## config.mk

```make
export PLATFORM = sky130hd
export DESIGN_NAME = uart_rx_cfg_flat
export DESIGN_NICKNAME = d
export VERILOG_FILES = /design/src/rtl/uart_pkg.sv /design/src/rtl/uart_rx_cfg_if.sv /design/src/rtl/uart_rx_sampler.sv /design/src/rtl/uart_rx_cfg.sv /design/src/flat_wrapper.sv
export SDC_FILE = /design/constraint.sdc
export NUM_CORES = 1
export LEC_CHECK = 0
export ABC_AREA = 1
export BUFFER_PORTS_ARGS = -buffer_cell sky130_fd_sc_hd__clkbuf_2
export CAP_MARGIN = 5
export CELL_PAD_IN_SITES_DETAIL_PLACEMENT = 1
export CELL_PAD_IN_SITES_GLOBAL_PLACEMENT = 2
export CORE_ASPECT_RATIO = 1.75
export CORE_MARGIN = 2
export CORE_UTILIZATION = 37
export DETAILED_ROUTE_END_ITERATION = 6
export PLACE_DENSITY = 0.93
export SETUP_SLACK_MARGIN = 0.15
export SYNTH_ARGS = -nofsm -noshare
export SYNTH_HDL_FRONTEND = slang
export SYNTH_SLANG_ARGS = --single-unit
```

## constraint.sdc

```tcl
create_clock -name clk -period 3.5 [get_ports clk]
set_input_delay 0.175 -clock clk [delete_from_list [all_inputs] [get_ports clk]]
set_output_delay 0.175 -clock clk [all_outputs]
set_load 0.02 [all_outputs]
```

## src/rtl/uart_pkg.sv

```systemverilog
// ---------------------------------------------------------------------------
// uart_pkg
// Types and constants shared by the UART receiver (and the planned
// transmitter).
//   uart_state_t : receiver frame states
//   PAR_*        : parity mode encodings for the PARITY parameter
//   cnt_w()      : width of the per-bit clock counter
// ---------------------------------------------------------------------------
package uart_pkg;

  typedef enum logic [2:0] {
    S_IDLE,
    S_START,
    S_DATA,
    S_PARITY,
    S_STOP
  } uart_state_t;

  localparam int PAR_NONE = 0;
  localparam int PAR_ODD  = 1;
  localparam int PAR_EVEN = 2;

  // Counter runs 0..clks_per_bit-1 inside each bit window.
  function automatic int cnt_w(input int clks_per_bit);
    return (clks_per_bit > 2) ? $clog2(clks_per_bit) : 1;
  endfunction

endpackage

```

## src/rtl/uart_rx_cfg_if.sv

```systemverilog
// ---------------------------------------------------------------------------
// uart_rx_cfg_if
// Output bus of the UART receiver towards the word consumer.
//   data_out    : received word, stable while data_valid=1
//   data_valid  : word and status available
//   data_ready  : consumer accepts (handshake on data_valid & data_ready)
//   parity_err  : parity mismatch for the held word
//   frame_err   : a stop bit of the held word sampled 0
//   break_det   : held word is a break (all-zero frame with frame error)
//   overrun     : sticky, a completed frame was dropped
//   busy        : receiver is inside a frame
// master modport = receiver side, slave modport = consumer side.
// ---------------------------------------------------------------------------
interface uart_rx_cfg_if #(
  parameter int DATA_BITS = 8
);
  logic [DATA_BITS-1:0] data_out;
  logic                 data_valid;
  logic                 data_ready;
  logic                 parity_err;
  logic                 frame_err;
  logic                 break_det;
  logic                 overrun;
  logic                 busy;

  modport master (
    output data_out, data_valid, parity_err, frame_err, break_det, overrun, busy,
    input  data_ready
  );

  modport slave (
    input  data_out, data_valid, parity_err, frame_err, break_det, overrun, busy,
    output data_ready
  );
endinterface

```

## src/rtl/uart_rx_sampler.sv

```systemverilog
// ---------------------------------------------------------------------------
// uart_rx_sampler
// Two-flop synchronizer for the asynchronous serial line plus the
// three-sample majority vote used to decide each bit.
//   clk, reset   : system clock, synchronous active-high reset
//   i_rx_in      : raw asynchronous serial line (idle high)
//   i_smp_lo     : capture strobe for the first sample (cnt = H-1)
//   i_smp_mid    : capture strobe for the second sample (cnt = H)
//   o_rxs        : synchronized line
//   o_maj        : majority of the two captured samples and the current
//                  o_rxs, valid in the decision cycle (cnt = H+1)
// ---------------------------------------------------------------------------
module uart_rx_sampler (
  input  logic clk,
  input  logic reset,
  input  logic i_rx_in,
  input  logic i_smp_lo,
  input  logic i_smp_mid,
  output logic o_rxs,
  output logic o_maj
);

  logic r_sync1;
  logic r_sync2;
  logic r_smp_lo;
  logic r_smp_mid;

  // Everything presets to 1 so the idle line state is seen right after reset.
  always_ff @(posedge clk) begin
    if (reset) begin
      r_sync1   <= 1'b1;
      r_sync2   <= 1'b1;
      r_smp_lo  <= 1'b1;
      r_smp_mid <= 1'b1;
    end else begin
      r_sync1 <= i_rx_in;
      r_sync2 <= r_sync1;
      if (i_smp_lo) begin
        r_smp_lo <= r_sync2;
      end
      if (i_smp_mid) begin
        r_smp_mid <= r_sync2;
      end
    end
  end

  assign o_rxs = r_sync2;

  // Third sample is the live synchronized line, so the vote is ready in the
  // decision cycle itself without an extra register stage.
  assign o_maj = (r_smp_lo & r_smp_mid) | (r_smp_lo & r_sync2) | (r_smp_mid & r_sync2);

endmodule

```

## src/rtl/uart_rx_cfg.sv

```systemverilog
// ---------------------------------------------------------------------------
// uart_rx_cfg
// Parametrised UART receiver: DATA_BITS data bits (LSB first), optional odd
// or even parity, 1 or 2 stop bits, mid-bit 3-sample majority, error/break
// flags and a valid/ready output register with overrun detection.
//   clk     : system clock
//   reset   : synchronous active-high reset
//   rx_in   : asynchronous serial line, idle high
//   rx_bus  : output bus (data, valid/ready, status flags, busy)
// Parameters: CLKS_PER_BIT (>= 8), DATA_BITS (5..9), PARITY (0/1/2),
// STOP_BITS (1/2).
// ---------------------------------------------------------------------------
module uart_rx_cfg
  import uart_pkg::*;
#(
  parameter int CLKS_PER_BIT = 868,
  parameter int DATA_BITS    = 8,
  parameter int PARITY       = 0,
  parameter int STOP_BITS    = 1
) (
  input  logic          clk,
  input  logic          reset,
  input  logic          rx_in,
  uart_rx_cfg_if.master rx_bus
);

  localparam int CNT_W = cnt_w(CLKS_PER_BIT);
  localparam int H     = CLKS_PER_BIT / 2;
  localparam int IDX_W = (DATA_BITS > 1) ? $clog2(DATA_BITS) : 1;

  localparam logic [CNT_W-1:0] CNT_LAST = CNT_W'(CLKS_PER_BIT - 1);
  localparam logic [CNT_W-1:0] SMP_LO   = CNT_W'(H - 1);
  localparam logic [CNT_W-1:0] SMP_MID  = CNT_W'(H);
  localparam logic [CNT_W-1:0] SMP_DEC  = CNT_W'(H + 1);
  localparam logic [IDX_W-1:0] IDX_LAST = IDX_W'(DATA_BITS - 1);
  localparam logic             STOP_LAST = 1'(STOP_BITS - 1);
  localparam bit               PAR_EN    = (PARITY == PAR_ODD) || (PARITY == PAR_EVEN);
  localparam bit               PAR_IS_ODD = (PARITY == PAR_ODD);

  // FSM
  uart_state_t r_state;
  uart_state_t w_state_next;

  // Frame datapath
  logic [CNT_W-1:0]     r_cnt;
  logic [IDX_W-1:0]     r_bit_idx;
  logic                 r_stop_idx;
  logic [DATA_BITS-1:0] r_shift;
  logic                 r_par_bit;
  logic                 r_stop_err;
  logic                 r_arm;

  // Output register
  logic [DATA_BITS-1:0] r_data;
  logic                 r_valid;
  logic                 r_perr;
  logic                 r_ferr;
  logic                 r_brk;
  logic                 r_ovr;

  // FSM outputs and helpers
  logic w_rxs;
  logic w_maj;
  logic w_smp_lo;
  logic w_smp_mid;
  logic w_decide;
  logic w_win_end;
  logic w_start_det;
  logic w_complete;
  logic w_busy;
  logic w_perr_now;
  logic w_ferr_now;
  logic w_brk_now;
  logic w_load;
  logic w_hs;

  uart_rx_sampler u_sampler (
    .clk       (clk),
    .reset     (reset),
    .i_rx_in   (rx_in),
    .i_smp_lo  (w_smp_lo),
    .i_smp_mid (w_smp_mid),
    .o_rxs     (w_rxs),
    .o_maj     (w_maj)
  );

  // ---------------- FSM: state register ----------------
  always_ff @(posedge clk) begin
    if (reset) begin
      r_state <= S_IDLE;
    end else begin
      r_state <= w_state_next;
    end
  end

  // ---------------- FSM: next state ----------------
  always_comb begin
    w_state_next = r_state;
    case (r_state)
      S_IDLE: begin
        if (w_start_det) begin
          w_state_next = S_START;
        end
      end
      S_START: begin
        // A start bit that votes high was a glitch: abandon silently.
        if (w_decide && w_maj) begin
          w_state_next = S_IDLE;
        end else if (w_win_end) begin
          w_state_next = S_DATA;
        end
      end
      S_DATA: begin
        if (w_win_end && (r_bit_idx == IDX_LAST)) begin
          w_state_next = PAR_EN ? S_PARITY : S_STOP;
        end
      end
      S_PARITY: begin
        if (w_win_end) begin
          w_state_next = S_STOP;
        end
      end
      S_STOP: begin
        // Leave at the decision point so a back-to-back start edge is caught.
        if (w_complete) begin
          w_state_next = S_IDLE;
        end
      end
      default: w_state_next = S_IDLE;
    endcase
  end

  // ---------------- FSM: outputs ----------------
  always_comb begin
    w_busy      = (r_state != S_IDLE);
    w_smp_lo    = w_busy && (r_cnt == SMP_LO);
    w_smp_mid   = w_busy && (r_cnt == SMP_MID);
    w_decide    = w_busy && (r_cnt == SMP_DEC);
    w_win_end   = (r_cnt == CNT_LAST);
    w_start_det = (r_state == S_IDLE) && r_arm && !w_rxs;
    w_complete  = (r_state == S_STOP) && w_decide && (r_stop_idx == STOP_LAST);
  end

  // Frame status evaluated in the completion cycle; the last stop bit's vote
  // is still combinational here, hence folded in directly.
  assign w_ferr_now = r_stop_err | ~w_maj;
  assign w_perr_now = PAR_EN && ((^r_shift ^ r_par_bit) != PAR_IS_ODD);
  assign w_brk_now  = (r_shift == '0) && (!PAR_EN || !r_par_bit) && w_ferr_now;

  // ---------------- Frame datapath ----------------
  always_ff @(posedge clk) begin
    if (reset) begin
      r_cnt      <= '0;
      r_bit_idx  <= '0;
      r_stop_idx <= 1'b0;
      r_shift    <= '0;
      r_par_bit  <= 1'b0;
      r_stop_err <= 1'b0;
      r_arm      <= 1'b0;
    end else begin
      // The detecting IDLE cycle is count 0 of the start window.
      if (w_state_next == S_IDLE) begin
        r_cnt <= '0;
      end else if (w_win_end) begin
        r_cnt <= '0;
      end else begin
        r_cnt <= r_cnt + 1'b1;
      end

      if (w_start_det) begin
        r_bit_idx  <= '0;
        r_stop_idx <= 1'b0;
        r_stop_err <= 1'b0;
      end

      if ((r_state == S_DATA) && w_decide) begin
        r_shift <= {w_maj, r_shift[DATA_BITS-1:1]};
      end
      if ((r_state == S_DATA) && w_win_end) begin
        r_bit_idx <= r_bit_idx + 1'b1;
      end

      if ((r_state == S_PARITY) && w_decide) begin
        r_par_bit <= w_maj;
      end

      if ((r_state == S_STOP) && w_decide && !w_maj) begin
        r_stop_err <= 1'b1;
      end
      if ((r_state == S_STOP) && w_win_end) begin
        r_stop_idx <= r_stop_idx + 1'b1;
      end

      // After a break the line is still low; stay disarmed until it is high
      // again so a stuck-low line yields exactly one break frame.
      if (w_complete && w_brk_now) begin
        r_arm <= 1'b0;
      end else if (w_rxs) begin
        r_arm <= 1'b1;
      end
    end
  end

  // ---------------- Output register ----------------
  assign w_hs   = r_valid && rx_bus.data_ready;
  assign w_load = w_complete && (!r_valid || rx_bus.data_ready);

  always_ff @(posedge clk) begin
    if (reset) begin
      r_data  <= '0;
      r_valid <= 1'b0;
      r_perr  <= 1'b0;
      r_ferr  <= 1'b0;
      r_brk   <= 1'b0;
      r_ovr   <= 1'b0;
    end else begin
      if (w_load) begin
        r_data  <= r_shift;
        r_perr  <= w_perr_now;
        r_ferr  <= w_ferr_now;
        r_brk   <= w_brk_now;
        r_valid <= 1'b1;
        r_ovr   <= 1'b0;
      end else if (w_complete) begin
        // Consumer still holds the previous word: drop this frame.
        r_ovr <= 1'b1;
      end else if (w_hs) begin
        r_valid <= 1'b0;
        r_ovr   <= 1'b0;
      end
    end
  end

  assign rx_bus.data_out   = r_data;
  assign rx_bus.data_valid = r_valid;
  assign rx_bus.parity_err = r_perr;
  assign rx_bus.frame_err  = r_ferr;
  assign rx_bus.break_det  = r_brk;
  assign rx_bus.overrun    = r_ovr;
  assign rx_bus.busy       = w_busy;

endmodule

```

## src/flat_wrapper.sv

```systemverilog
// flat-port wrapper written by rule: the top's interface ports become plain ports
module uart_rx_cfg_flat import uart_pkg::*;
#(
  parameter int CLKS_PER_BIT = 868,
  parameter int DATA_BITS    = 8,
  parameter int PARITY       = 0,
  parameter int STOP_BITS    = 1
)
  (clk, reset, rx_in, rx_bus_data_out, rx_bus_data_valid, rx_bus_parity_err, rx_bus_frame_err, rx_bus_break_det, rx_bus_overrun, rx_bus_busy, rx_bus_data_ready);
  uart_rx_cfg_if #(.DATA_BITS(DATA_BITS)) rx_bus_i ();
  input  logic clk;
  input  logic reset;
  input  logic rx_in;
  output wire logic [$bits(rx_bus_i.data_out)-1:0] rx_bus_data_out;
  output wire logic [$bits(rx_bus_i.data_valid)-1:0] rx_bus_data_valid;
  output wire logic [$bits(rx_bus_i.parity_err)-1:0] rx_bus_parity_err;
  output wire logic [$bits(rx_bus_i.frame_err)-1:0] rx_bus_frame_err;
  output wire logic [$bits(rx_bus_i.break_det)-1:0] rx_bus_break_det;
  output wire logic [$bits(rx_bus_i.overrun)-1:0] rx_bus_overrun;
  output wire logic [$bits(rx_bus_i.busy)-1:0] rx_bus_busy;
  input wire logic [$bits(rx_bus_i.data_ready)-1:0] rx_bus_data_ready;
  assign rx_bus_data_out = rx_bus_i.data_out;
  assign rx_bus_data_valid = rx_bus_i.data_valid;
  assign rx_bus_parity_err = rx_bus_i.parity_err;
  assign rx_bus_frame_err = rx_bus_i.frame_err;
  assign rx_bus_break_det = rx_bus_i.break_det;
  assign rx_bus_overrun = rx_bus_i.overrun;
  assign rx_bus_busy = rx_bus_i.busy;
  assign rx_bus_i.data_ready = rx_bus_data_ready;
  uart_rx_cfg #(.CLKS_PER_BIT(CLKS_PER_BIT), .DATA_BITS(DATA_BITS), .PARITY(PARITY), .STOP_BITS(STOP_BITS)) u_core (.clk(clk), .reset(reset), .rx_in(rx_in), .rx_bus(rx_bus_i));
endmodule
```

### Word level (Yosys, flattened, before mapping)

Cells that the tools add are included.

* input bits: 4
* logic and storage cells: 87
* flip-flop bits (word level): 43
* output and inout port bits: 14

* muxes and demuxes: 16
* reductions and logical operators: 34
* $add $sub $neg: 3
* equal/unequal tests: 10
* bitwise operators: 8

Operators by type and width (count)
* 10-bit by 9-bit == test with 1-bit output (second input constant): 3
* 3-bit two-way mux: 8
* 1-bit logical AND: 17
* 3-bit case mux with 5 select lines: 1
* 10-bit by 1-bit adder with 10-bit output (second input constant): 1
* 10-bit == test (second input constant): 1
* 2-bit nonzero test: 5
* 8-bit logical NOT: 1
* 1-bit two-way mux: 7
* 3-bit by 2-bit == test with 1-bit output (second input constant): 2
* 3-bit == test (second input constant): 2
* 3-bit logical NOT: 2
* 2-bit OR reduction: 2
* 3-bit by 1-bit adder with 3-bit output (second input constant): 1
* 1-bit bitwise AND: 3
* 3-bit by 1-bit == test with 1-bit output (second input constant): 1
* 1-bit logical NOT: 3
* 1-bit OR: 3
* 3-bit nonzero test: 1
* 3-bit OR reduction: 1
* 2-bit inequality test (second input constant): 1
* 1-bit NOT: 2
* 2-bit AND reduction: 1
* 1-bit adder (second input constant): 1
* 1-bit logical OR: 1

### Longest topological paths before layout

Gate-level depths: netlist of the first run.

* depth in word-level cells: 8
* mapped depth: 11
* gate-level depth less buffers: 11

### Hierarchy

A second synthesis of the first run with hierarchy kept.

* cell total of the unflattened synthesis: 258
* area total of the unflattened synthesis: 2001.9 µm²

Modules (own cells, without submodules)
* uart_rx_cfg: instances 1, cells each 239, area an instance 1856.8 µm², sequential area each 780.7 µm²
* uart_rx_sampler: instances 1, cells each 19, area an instance 145.1 µm², sequential area each 80.1 µm²

### Worst setup path after synthesis of the first run

OpenSTA, ideal clock, no wires.

* path kind: reg-to-reg
* from: register u_core.r_cnt[0]
* to: register u_core.r_cnt[0]
* arrival time: 1465 ps
* data required time: 3383 ps
* clock period less this slack: 1582 ps
* setup time: 117 ps
* slack: 1918 ps
* buffers on the path: 0
* cell stages (with the launch flop): 11
* cell sequence: dfxtp_1 -> ha_1 -> nand3_2 -> nor2_4 -> nand3_1 -> nand2_1 -> nand2_1 -> nor2_2 -> nand2_2 -> nand2_4 -> nor2_2

* word-level cells in the longest chain between the ends: 8
* elaborated cells on any way between the ends: 16
* those cells by class: add/sub: 1; eq/ne: 2; mux: 6; reduce/logical: 7

Ends and longest elaborated chain
* from (decl): line uart_rx_cfg.sv:45 `logic [CNT_W-1:0] r_cnt;`
* from (signal assigned): line uart_rx_cfg.sv:167 `r_cnt <= r_cnt + 1'b1;`
* 10-bit by 9-bit == test with 1-bit output: line uart_rx_cfg.sv:138 `w_decide = w_busy && (r_cnt == SMP_DEC);`
* 1-bit logical AND: line uart_rx_cfg.sv:138
* 1-bit logical AND (2 in a row): line uart_rx_cfg.sv:141 `w_complete = (r_state == S_STOP) && w_decide && (r_stop_idx == STOP_LAST);`
* 3-bit two-way mux: line uart_rx_cfg.sv:125 `if (w_complete) begin`
* 3-bit case mux with 5 select lines: line uart_rx_cfg.sv:99 `case (r_state)`
* 3-bit logical NOT: line uart_rx_cfg.sv:162 `if (w_state_next == S_IDLE) begin`
* 3-bit OR reduction (no source line)

Parallel ways exist; a longest one is shown, timed or not.
A chain may end at the register's enable or synchronous reset.

### Worst setup path in the final report of the first run

* from: register u_core.r_cnt[0]
* to: register u_core.r_data[6] (netlist: u_core.rx_bus.data_out[6])

* word-level cells in the longest chain between the ends: 5

Ends and longest elaborated chain
* 10-bit by 9-bit == test with 1-bit output: line uart_rx_cfg.sv:138
* 1-bit logical AND: line uart_rx_cfg.sv:138
* 1-bit logical AND (2 in a row): line uart_rx_cfg.sv:141
* 1-bit logical AND: line uart_rx_cfg.sv:206 `assign w_load = w_complete && (!r_valid || rx_bus.data_ready);`
* to (signal assigned): line uart_rx_cfg.sv:218 `r_data <= r_shift;`
* to (decl): line uart_rx_cfg.sv:54 `logic [DATA_BITS-1:0] r_data;`

No other way between the ends.

==> results of run 1 <==
[worst min-delay path by stage]
stage               startpoint                                   to  slack [ns]  cells after the start
CTS                      rx_in  u_core.u_sampler.r_sync1$_SDFF_PP1_        0.05                      2
detailed placement       rx_in  u_core.u_sampler.r_sync1$_SDFF_PP1_        0.37                      2
global route             rx_in  u_core.u_sampler.r_sync1$_SDFF_PP1_        0.06                      2
global placement         rx_in  u_core.u_sampler.r_sync1$_SDFF_PP1_        0.36                      2
finish                   rx_in  u_core.u_sampler.r_sync1$_SDFF_PP1_        0.06                      2
floorplan                rx_in  u_core.u_sampler.r_sync1$_SDFF_PP1_        0.28                      1
[logic make-up after synthesis]
group	count (synthesis)	share of synthesized area, %
simple gates	107	28.2
compound gates	48	13.0
flops	43	43.3
buf+inv	41	8.68
xor+xnor	8	3.52
fa+ha+maj	5	3.14
other cells	1	0.188
[cell type report]
| type | instances | area, sq um |
|---|---|---|
| Tap cell | 55 | 68.8 |
| Timing Repair Buffer | 16 | 80.1 |
| Clock buffer | 5 | 68.8 |
| Sequential cell | 43 | 861 |
| Clock inverter | 2 | 37.5 |
| Multi-Input combinational cell | 169 | 956 |
| Fill cell | 647 | 3010 |
| Inverter | 35 | 131 |
[cell usage in the layout, fill, tap and decap left out]
cell | synthesis | layout
clkinvlp_4 | 0 | 1
xnor2_1 | 3 | 3
nor3b_1 | 2 | 2
o21ai_0 | 18 | 18
nor3_1 | 3 | 3
nand2_4 | 1 | 1
o21ai_1 | 2 | 2
conb_1 | 1 | 1
or2_2 | 4 | 4
a21oi_1 | 25 | 25
nand4_1 | 1 | 1
clkbuf_2 | 0 | 16
clkbuf_8 | 0 | 5
inv_1 | 30 | 30
o211a_1 | 1 | 1
o211ai_1 | 1 | 1
bufinv_16 | 0 | 1
nand3_2 | 2 | 2
inv_2 | 4 | 4
clkinv_1 | 1 | 1
nor4_1 | 2 | 2
nand2_1 | 34 | 34
ha_1 | 5 | 5
nor2_1 | 21 | 21
nand4_4 | 1 | 1
dfxtp_1 | 43 | 43
nor2_2 | 12 | 12
xor2_1 | 5 | 5
nand2_2 | 5 | 5
nand3_1 | 14 | 14
nor2_4 | 4 | 4
a21oi_4 | 1 | 1
and2_1 | 1 | 1
[per-layer routing]
| metal | part of all wire [%] | up-vias |
|---|---|---|
| met2 | 56 | 25 |
| met4 | 2.3 | 0 |
| met1 | 40 | 782 |
| met5 | 0 | - |
| li1 | - | 836 |
| met3 | 2.5 | 9 |
[worst max-delay path, cell delays in order (launching register included)]
cell,delay [ns]
dfxtp_1,0.42
ha_1,0.25
nand3_2,0.16
nor2_4,0.19
nand4_4,0.13
nor2_4,0.35
o21ai_0,0.14
a21oi_1,0.15
[power by group]
group | leakage, nW | switching, mW | total, mW | internal, mW
Sequential | 0.347 | 0.00275 | 0.494 | 0.491
Combinational | 0.530 | 0.0171 | 0.0243 | 0.00722
Clock | 0.0502 | 0.179 | 0.388 | 0.209
Total | 0.928 | 0.199 | 0.906 | 0.707
[state kept, by name, summed over array words and instances, names as in the netlist, 3 cells and up]
name,count
u_core.r_cnt,10
u_core.r_shift,8
u_core.rx_bus.data_out,8
u_core.r_bit_idx,3
u_core.r_state,3
==> impl_metrics.toml, run 1 <==
[worst_hold_path]
hold_path_class = "in2reg"

[placement]
io_buffers = 16
pre_cts_ws_ns = 1.65
dp.cells = 318
dp_hpwl_mm = 3.33
placed_area_sq_um = 2100
place.gp.congestion = 0.775

[critical_path]
start_kind = "flop"
crit_required_ns = 3.73
arrival_ns = 2.09
critPathLaunch = "u_core.r_cnt[0]$_SDFF_PP0_"
critical_path_class = "reg2reg"
crit_fanout = 19
worstSetupEndpointType = "flop"
reg2reg_to = "u_core.rx_bus.data_out[6]$_SDFFE_PP0P_"
ff2ff_path_depth = 7
worstSetupEndpoint = "u_core.rx_bus.data_out[6]$_SDFFE_PP0P_"
reg2reg_slack_ns = 1.64
r2r-start = "u_core.r_cnt[0]$_SDFF_PP0_"

[cells_and_area]
drive_above_1_share_pct = 21.1
diodes = 0
final_area_sq_um = 2200
nNetsFinal = 279
syn2layout_area_growth_pct = 10.8
fin_util_pct = 42.3
final_cells = 325

[global_routing]
grt_pass1_wl_mm = 7.67
track_usage_pct = 16.9
grt_pass1_vias = 1699
grt.busiest_layer = "met2"
use_met2_pct = 31.4
grt_max_degree = 24
antenna_found_initial = 0
overflow = 0
met3_usage_pct = 3.21
met1_usage_pct = 17.5

[synth]
netlist_top_cells_count = "43 x dfxtp_1, 34 x nand2_1, 30 x inv_1"
ys_seq_area_share_pct = 43.3
synth_area_sq_um = 1990
synth_cell_types = 32
synth_top_cells_by_area = "dfxtp_1 43%, nand2_1 6.4%, a21oi_1 6.3%"
yosysTopAreaCell = "dfxtp_1"
synth_nets = 262
ys_warn_count = 0
yosysTopAreaCellShare_pct = 43.3
synth_edf_count = 0
synth_ff_type = "dfxtp_1"
synth_most_common_cell = "dfxtp_1"
yosys_register_bits = 43
synth.avg_cell_area_sq_um = 7.86
syn_inst = 253
async_reset_ff_share_pct = 0

[power]
p_leak_nw = 0.928
powerDensity_nw_per_um2 = 411
ir_worst_vdd_mv = 0.237
p_total_mw = 0.906

[job]
drv_cap = 0

[status]
status = "completed"

[timing]
timing.final.crit_period_ns = 1.86
setup_viol = 0
rsz0062_at_grt = "no"
drv_slew = 0
hold_ws_ns = 0.0599
relSlewSlack_pct = 60.1
tightest_slew_ns = 0.598
layout_setup_ws_ns = 1.64
fin_skew_ns = 0.00492
max_freq_mhz = 539
post-route-period-util_pct = 53.0
hold_viol = 0
finalSetupTns_ns = 0

[cts]
hold_buffers = 0
insertion_delay_ns = 0.30
htreeDepth = 2
cts.sinks = 43
cts.repair.resized = 0
clock-root-buffer = "clkbuf_8"
cts_buffers = 5
clkSlewWorstSetupHoldPaths_ns = 0.09
post_cts_buffers = 0
cts_buffer_depth = 2
cts_tree = "done"

[drt]
vias = 1652
drtIter0Drc = 19
drc = 0
routed_wirelength_mm = 4.40
firstDrtPassIters = 6
routed_via_density = 5.08
ant_nets = 0
wl_per_cell_um = 13.5

[floorplanning]
core.rowCount = 35
io_pins = 18
die_h_um = 101
die_w_um = 59.4
core-area_sq_um = 5210
floorplan.initialDensity_pct = 38.2
dieArea_sq_um = 6000
Power figures use the tool's default switching activity.
==> inputs of run 2 (changes only) <==
- CORE_UTILIZATION: 37 -> 31
- PLACE_DENSITY: 0.93 -> 0.84
- clock period: 3.5 -> 1.7 ns (I/O delays scaled with it)
==> run 2 against run 1 <==
  * Cell count increased by 15%
  * Global-route usage is 2.4 points lower
  * Count of clock-buffer cells in the layout unchanged
  * Via count is 4.2% higher
  * Setup slack worse by 1.5 ns
  * Clock skew increased by 0.0022 ns
  * Core utilization is 0.88 points lower
  * First-iteration DRC count grew to 3.2 times the previous value
  * Sequential power rose by 100%
  * Register-to-register slack lost 1.5 ns
  * Critical endpoint is now u_core.r_cnt[2]$_SDFF_PP0_
==> impl_metrics.toml, run 2 (synthesized netlist as in run 1, its figures left out) <==
[floorplanning]
die_w_um = 64.6
dieArea_sq_um = 7100
core-area_sq_um = 6180
floorplan.initialDensity_pct = 32.2
die_h_um = 110
io_pins = 18
core.rowCount = 38

[drt]
drtIter0Drc = 60
vias = 1722
wl_per_cell_um = 12.6
routed_wirelength_mm = 4.72
drc = 0
ant_nets = 0
routed_via_density = 4.62
firstDrtPassIters = 4

[cts]
cts_tree = "done"
clock-root-buffer = "clkbuf_8"
clkSlewWorstSetupHoldPaths_ns = 0.09
cts_buffer_depth = 2
insertion_delay_ns = 0.30
cts_buffers = 5
cts.sinks = 43
htreeDepth = 2

[power]
powerDensity_nw_per_um2 = 691
ir_worst_vdd_mv = 0.330
power_switching_mw = 0.440
power_frac_clock_pct = 38.4
p_int_mw = 1.33
power_frac_seq_pct = 57.4
sw_frac_of_total_pct = 24.9
p_total_mw = 1.77
p_leak_nw = 1.05
combPwrFrac_pct = 4.2

[critical_path]
crit_fanout = 5
crit_required_ns = 1.94
critPathLaunch = "u_core.r_bit_idx[0]$_SDFFE_PP0P_"
worstSetupEndpointType = "flop"
arrival_ns = 1.77
critical_path_class = "reg2reg"
r2r-start = "u_core.r_bit_idx[0]$_SDFFE_PP0P_"
start_kind = "flop"

[timing]
fin_skew_ns = 0.00712
hold_viol = 0
finalSetupTns_ns = 0
timing.final.crit_period_ns = 1.52
drv_slew = 0
setup_viol = 0
hold_ws_ns = 0.0741
rsz0062_at_grt = "yes"
post-route-period-util_pct = 89.6
max_freq_mhz = 656

[status]
status = "completed"

[cells_and_area]
syn2layout_area_growth_pct = 28.6
drive_above_1_share_pct = 35.8
layout_commonest_cell = "dfxtp_1"
fin_util_pct = 41.4
nNetsFinal = 301
most-common-layout-cells = "35 x dfxtp_1, 30 x inv_1, 29 x nand2_1, 23 x a21oi_1, 19 x buf_4"
largest_reg_flops = 10
num-fill-cells = 776
top_register = "u_core.r_cnt"
diodes = 0

[global_routing]
grt_pass1_wl_mm = 7.94
grt_pass1_vias = 1720
track_usage_pct = 14.5
antenna_found_initial = 0
overflow = 0
grt_max_degree = 23

[job]
drv_cap = 0

[worst_hold_path]
hold_path_class = "in2reg"
holdCritStartpoint = "reset"

[placement]
io_buffers = 16
dp_hpwl_mm = 3.39
place.gp.congestion = 0.814
==> run 2: cell types whose count changed in the layout (fill, tap and decap cells not counted), sizes merged <==
cell	before	now
buf	0	20
bufinv	1	0
clkinvlp	1	2
dlygate4sd3	0	1
inv	34	35
nand2	40	41
==> run 2: worst paths after layout <==
kind	slack, ns	end	depth (start not counted)
worst max-delay path	0.18	u_core.r_cnt[2]$_SDFF_PP0_	10
worst min-delay path	0.07	u_core.r_bit_idx[0]$_SDFFE_PP0P_	4
worst max register to register	0.18	u_core.r_cnt[2]$_SDFF_PP0_	10
worst min register to register	0.42	u_core.u_sampler.o_rxs$_SDFF_PP1_	1
==> run 2: through the flow <==
stage | instances | cell area [sq um] | setup WS [ns]
2_1_floorplan | 253 | 1990 | 0.153
3_3_place_gp | 351 | 2200 | 0.0510
3_5_place_dp | 351 | 2200 | 0.00639
4_1_cts | 365 | 2440 | 0.152
5_1_grt | 373 | 2560 | 0.00124
6_report | 373 | 2560 | 0.177
==> run 2: per-layer routing <==
layer,up-vias,track usage [%],wire length (um)
li1,888,-,-
met1,801,15.0,1840
met2,24,27.8,2620
met3,9,2.64,121
met4,0,6.53,136
met5,-,0,0
==> run 2: power by group through the flow <==
stage	registers (mW)	logic, mW	clock network [mW]
after floorplan	1.04	0.0394	0
after global placement	1.04	0.0570	0
after detailed placement	1.04	0.0574	0
after CTS	1.02	0.0714	0.708
after global routing	1.02	0.0829	0.750
final	1.01	0.0743	0.679
==> run 2: what timing repair did <==
item                       4_1_cts  5_1_grt
setup endpoints to repair       28       30
buffers inserted                 4        8
gates resized for setup         25       15
pin swaps                        5        9
cloned                           1        0
hold buffers                     1        0
hold endpoints to repair         1        0
==> run 2: area by class of cell <==
cell class                 instances  area (sq um)  share of cell area (%)
clock buffer                       5          68.8                    2.69
clock inverter                     3          23.8                   0.929
inverter                          35           131                    5.13
multi-input combinational        170          1100                    43.1
sequential                        43           878                    34.3
tap                               80           100                    3.91
timing repair buffer              37           253                    9.88
==> run 2: critical path, stage by stage (launching register included) <==
cell and delay [ns]:
dfxtp_2 0.33, ha_2 0.18, ha_2 0.16, or2_4 0.23, nand2_2 0.07, nand2_2 0.05
nand2_2 0.08, nor2_4 0.05, nand2_4 0.12, nand2_8 0.08, nor2_4 0.11
==> inputs of run 3 (changes only) <==
- RECOVER_POWER: not set -> 100
==> run 3 against run 2 <==
  * Sequential cell count is the same
  * Register-to-register slack lost 0.07 ns
  * Global-route usage is the same
  * Sequential share of layout area grew 0.39 points
  * Power shrank 0.15%
  * Setup slack lost 0.065 ns
  * Critical endpoint unchanged
==> impl_metrics.toml, run 3 (synthesized netlist as in run 1, its figures left out) <==
[status]
status = "completed"

[floorplanning]
core-area_sq_um = 6180
dieArea_sq_um = 7100
io_pins = 18
die_w_um = 64.6
floorplan.initialDensity_pct = 32.2
die_h_um = 110
core.rowCount = 38

[drt]
top_layer_used = "met4"
wl_per_cell_um = 12.7
routed_via_density = 4.63
drc = 0
wl_met1_mm = 1.85
vias = 1726
met2_length_mm = 2.64
routed_wirelength_mm = 4.74
firstDrtPassIters = 4
wl_met3_um = 126
drtIter0Drc = 60
ant_nets = 0

[critical_path]
cp_slowest_cell = "dfxtp_1"
crit_family = "simple AND/OR/NAND/NOR gates"
cpMostUsedCell = "nand2_2"
crit_required_ns = 1.94
crit_fanout = 5
worstSetupEndpointType = "flop"
critical_path_class = "reg2reg"
crit_chain = "ha_2 > ha_2 > or2_4 > nand2_2 > nand2_2 > nand2_2 > nor2_4 > nand2_2 > nand2_8 > nor2_2"
slowest_delay_ns = 0.33
start_kind = "flop"
arrival_ns = 1.83
path_buf_inv = 0

[timing]
setup_viol = 0
finalSetupTns_ns = 0
max_freq_mhz = 629
hold_viol = 0
timing.final.crit_period_ns = 1.59
fin_skew_ns = 0.00822
rsz0062_at_grt = "yes"
post-route-period-util_pct = 93.5
drv_slew = 0

[cts]
htreeDepth = 2
cts_buffers = 5
cts_tree = "done"
clock-root-buffer = "clkbuf_8"
insertion_delay_ns = 0.30
cts_buffer_depth = 2
clkSlewWorstSetupHoldPaths_ns = 0.09
cts.sinks = 43

[power]
p_leak_nw = 1.00
ir_worst_vdd_mv = 0.329
powerDensity_nw_per_um2 = 699

[global_routing]
grt_pass1_wl_mm = 7.94
antenna_found_initial = 0
grt_max_degree = 23
track_usage_pct = 14.5
overflow = 0
grt_pass1_vias = 1720

[placement]
place.gp.congestion = 0.814
dp_hpwl_mm = 3.39
placed_area_sq_um = 2200
io_buffers = 16

[cells_and_area]
drive_above_1_share_pct = 30.7
nNetsFinal = 301
final_area_sq_um = 2530
layout_commonest_cell = "dfxtp_1"
top_register = "u_core.r_cnt"
diodes = 0
num-fill-cells = 775
most-common-layout-cells = "36 x dfxtp_1, 30 x inv_1, 29 x nand2_1, 23 x a21oi_1"
largest_reg_flops = 10
syn2layout_area_growth_pct = 27.0
fin_util_pct = 40.9

[worst_hold_path]
hold_path_class = "in2reg"

[job]
drv_cap = 0
run 3: final cells by class:
| cell class | instances | area [sq um] | area share [%] |
|---|---|---|---|
| clock buffers | 5 | 68.8 | 2.72 |
| clock inverters | 3 | 23.8 | 0.941 |
| inverters | 35 | 131 | 5.20 |
| multi-input cells | 170 | 1090 | 43.2 |
| flip-flops and latches | 43 | 877 | 34.7 |
| well taps | 80 | 100 | 3.96 |
| repair buffers | 37 | 234 | 9.26 |
run 3: what timing repair did:
action | 4_1_cts | 5_1_grt
gates resized for setup | 25 | 15
endpoints found under the setup margin | 28 | 30
pin swaps | 5 | 9
cloned | 1 | 0
endpoints found under the hold margin | 1 | 0
buffers inserted | 4 | 8
hold buffers | 1 | 0
run 3: final timing paths:
| check | cells after the start | endpoint | start | slack [ns] |
|---|---|---|---|---|
| setup reg to reg | 10 | u_core.r_cnt[2]$_SDFF_PP0_ | u_core.r_bit_idx[0]$_SDFFE_PP0P_ | 0.11 |
| hold reg to reg | 1 | u_core.u_sampler.o_rxs$_SDFF_PP1_ | u_core.u_sampler.r_sync1$_SDFF_PP1_ | 0.42 |
| hold / removal | 4 | u_core.r_bit_idx[0]$_SDFFE_PP0P_ | reset | 0.08 |
| setup / recovery | 10 | u_core.r_cnt[2]$_SDFF_PP0_ | u_core.r_bit_idx[0]$_SDFFE_PP0P_ | 0.11 |
run 3: per-layer routing:
metal | vias to the layer above | GRT usage [%]
li1 | 885 | -
met1 | 809 | 15.0
met2 | 23 | 27.8
met3 | 9 | 2.64
met4 | 0 | 6.53
met5 | - | 0
run 3: worst reg2reg max path, delay by kind of cell, from the launching register on:
kind / cells / cell delay, ns
flops: 1 / 0.33
simple gates: 8 / 0.85
fa+ha+maj: 2 / 0.34
run 3: stage by stage:
| step | total power [mW] | hold WS (ns) | setup WS [ns] | instances |
|---|---|---|---|---|
| after floorplan | 1.08 | 0.189 | 0.153 | 253 |
| after global placement | 1.10 | 0.272 | 0.0510 | 351 |
| after detailed placement | 1.10 | 0.273 | 0.00639 | 351 |
| after CTS | 1.80 | 0.0709 | 0.152 | 365 |
| after global routing | 1.85 | 0.0978 | 0.00156 | 373 |
| final | 1.76 | 0.0819 | 0.111 | 373 |
run 3: power breakdown:
| group | switching, mW | internal, mW |
|---|---|---|
| clock network | 0.384 | 0.294 |
| logic | 0.0477 | 0.0247 |
| registers | 0.00591 | 1.01 |
| total | 0.438 | 1.33 |
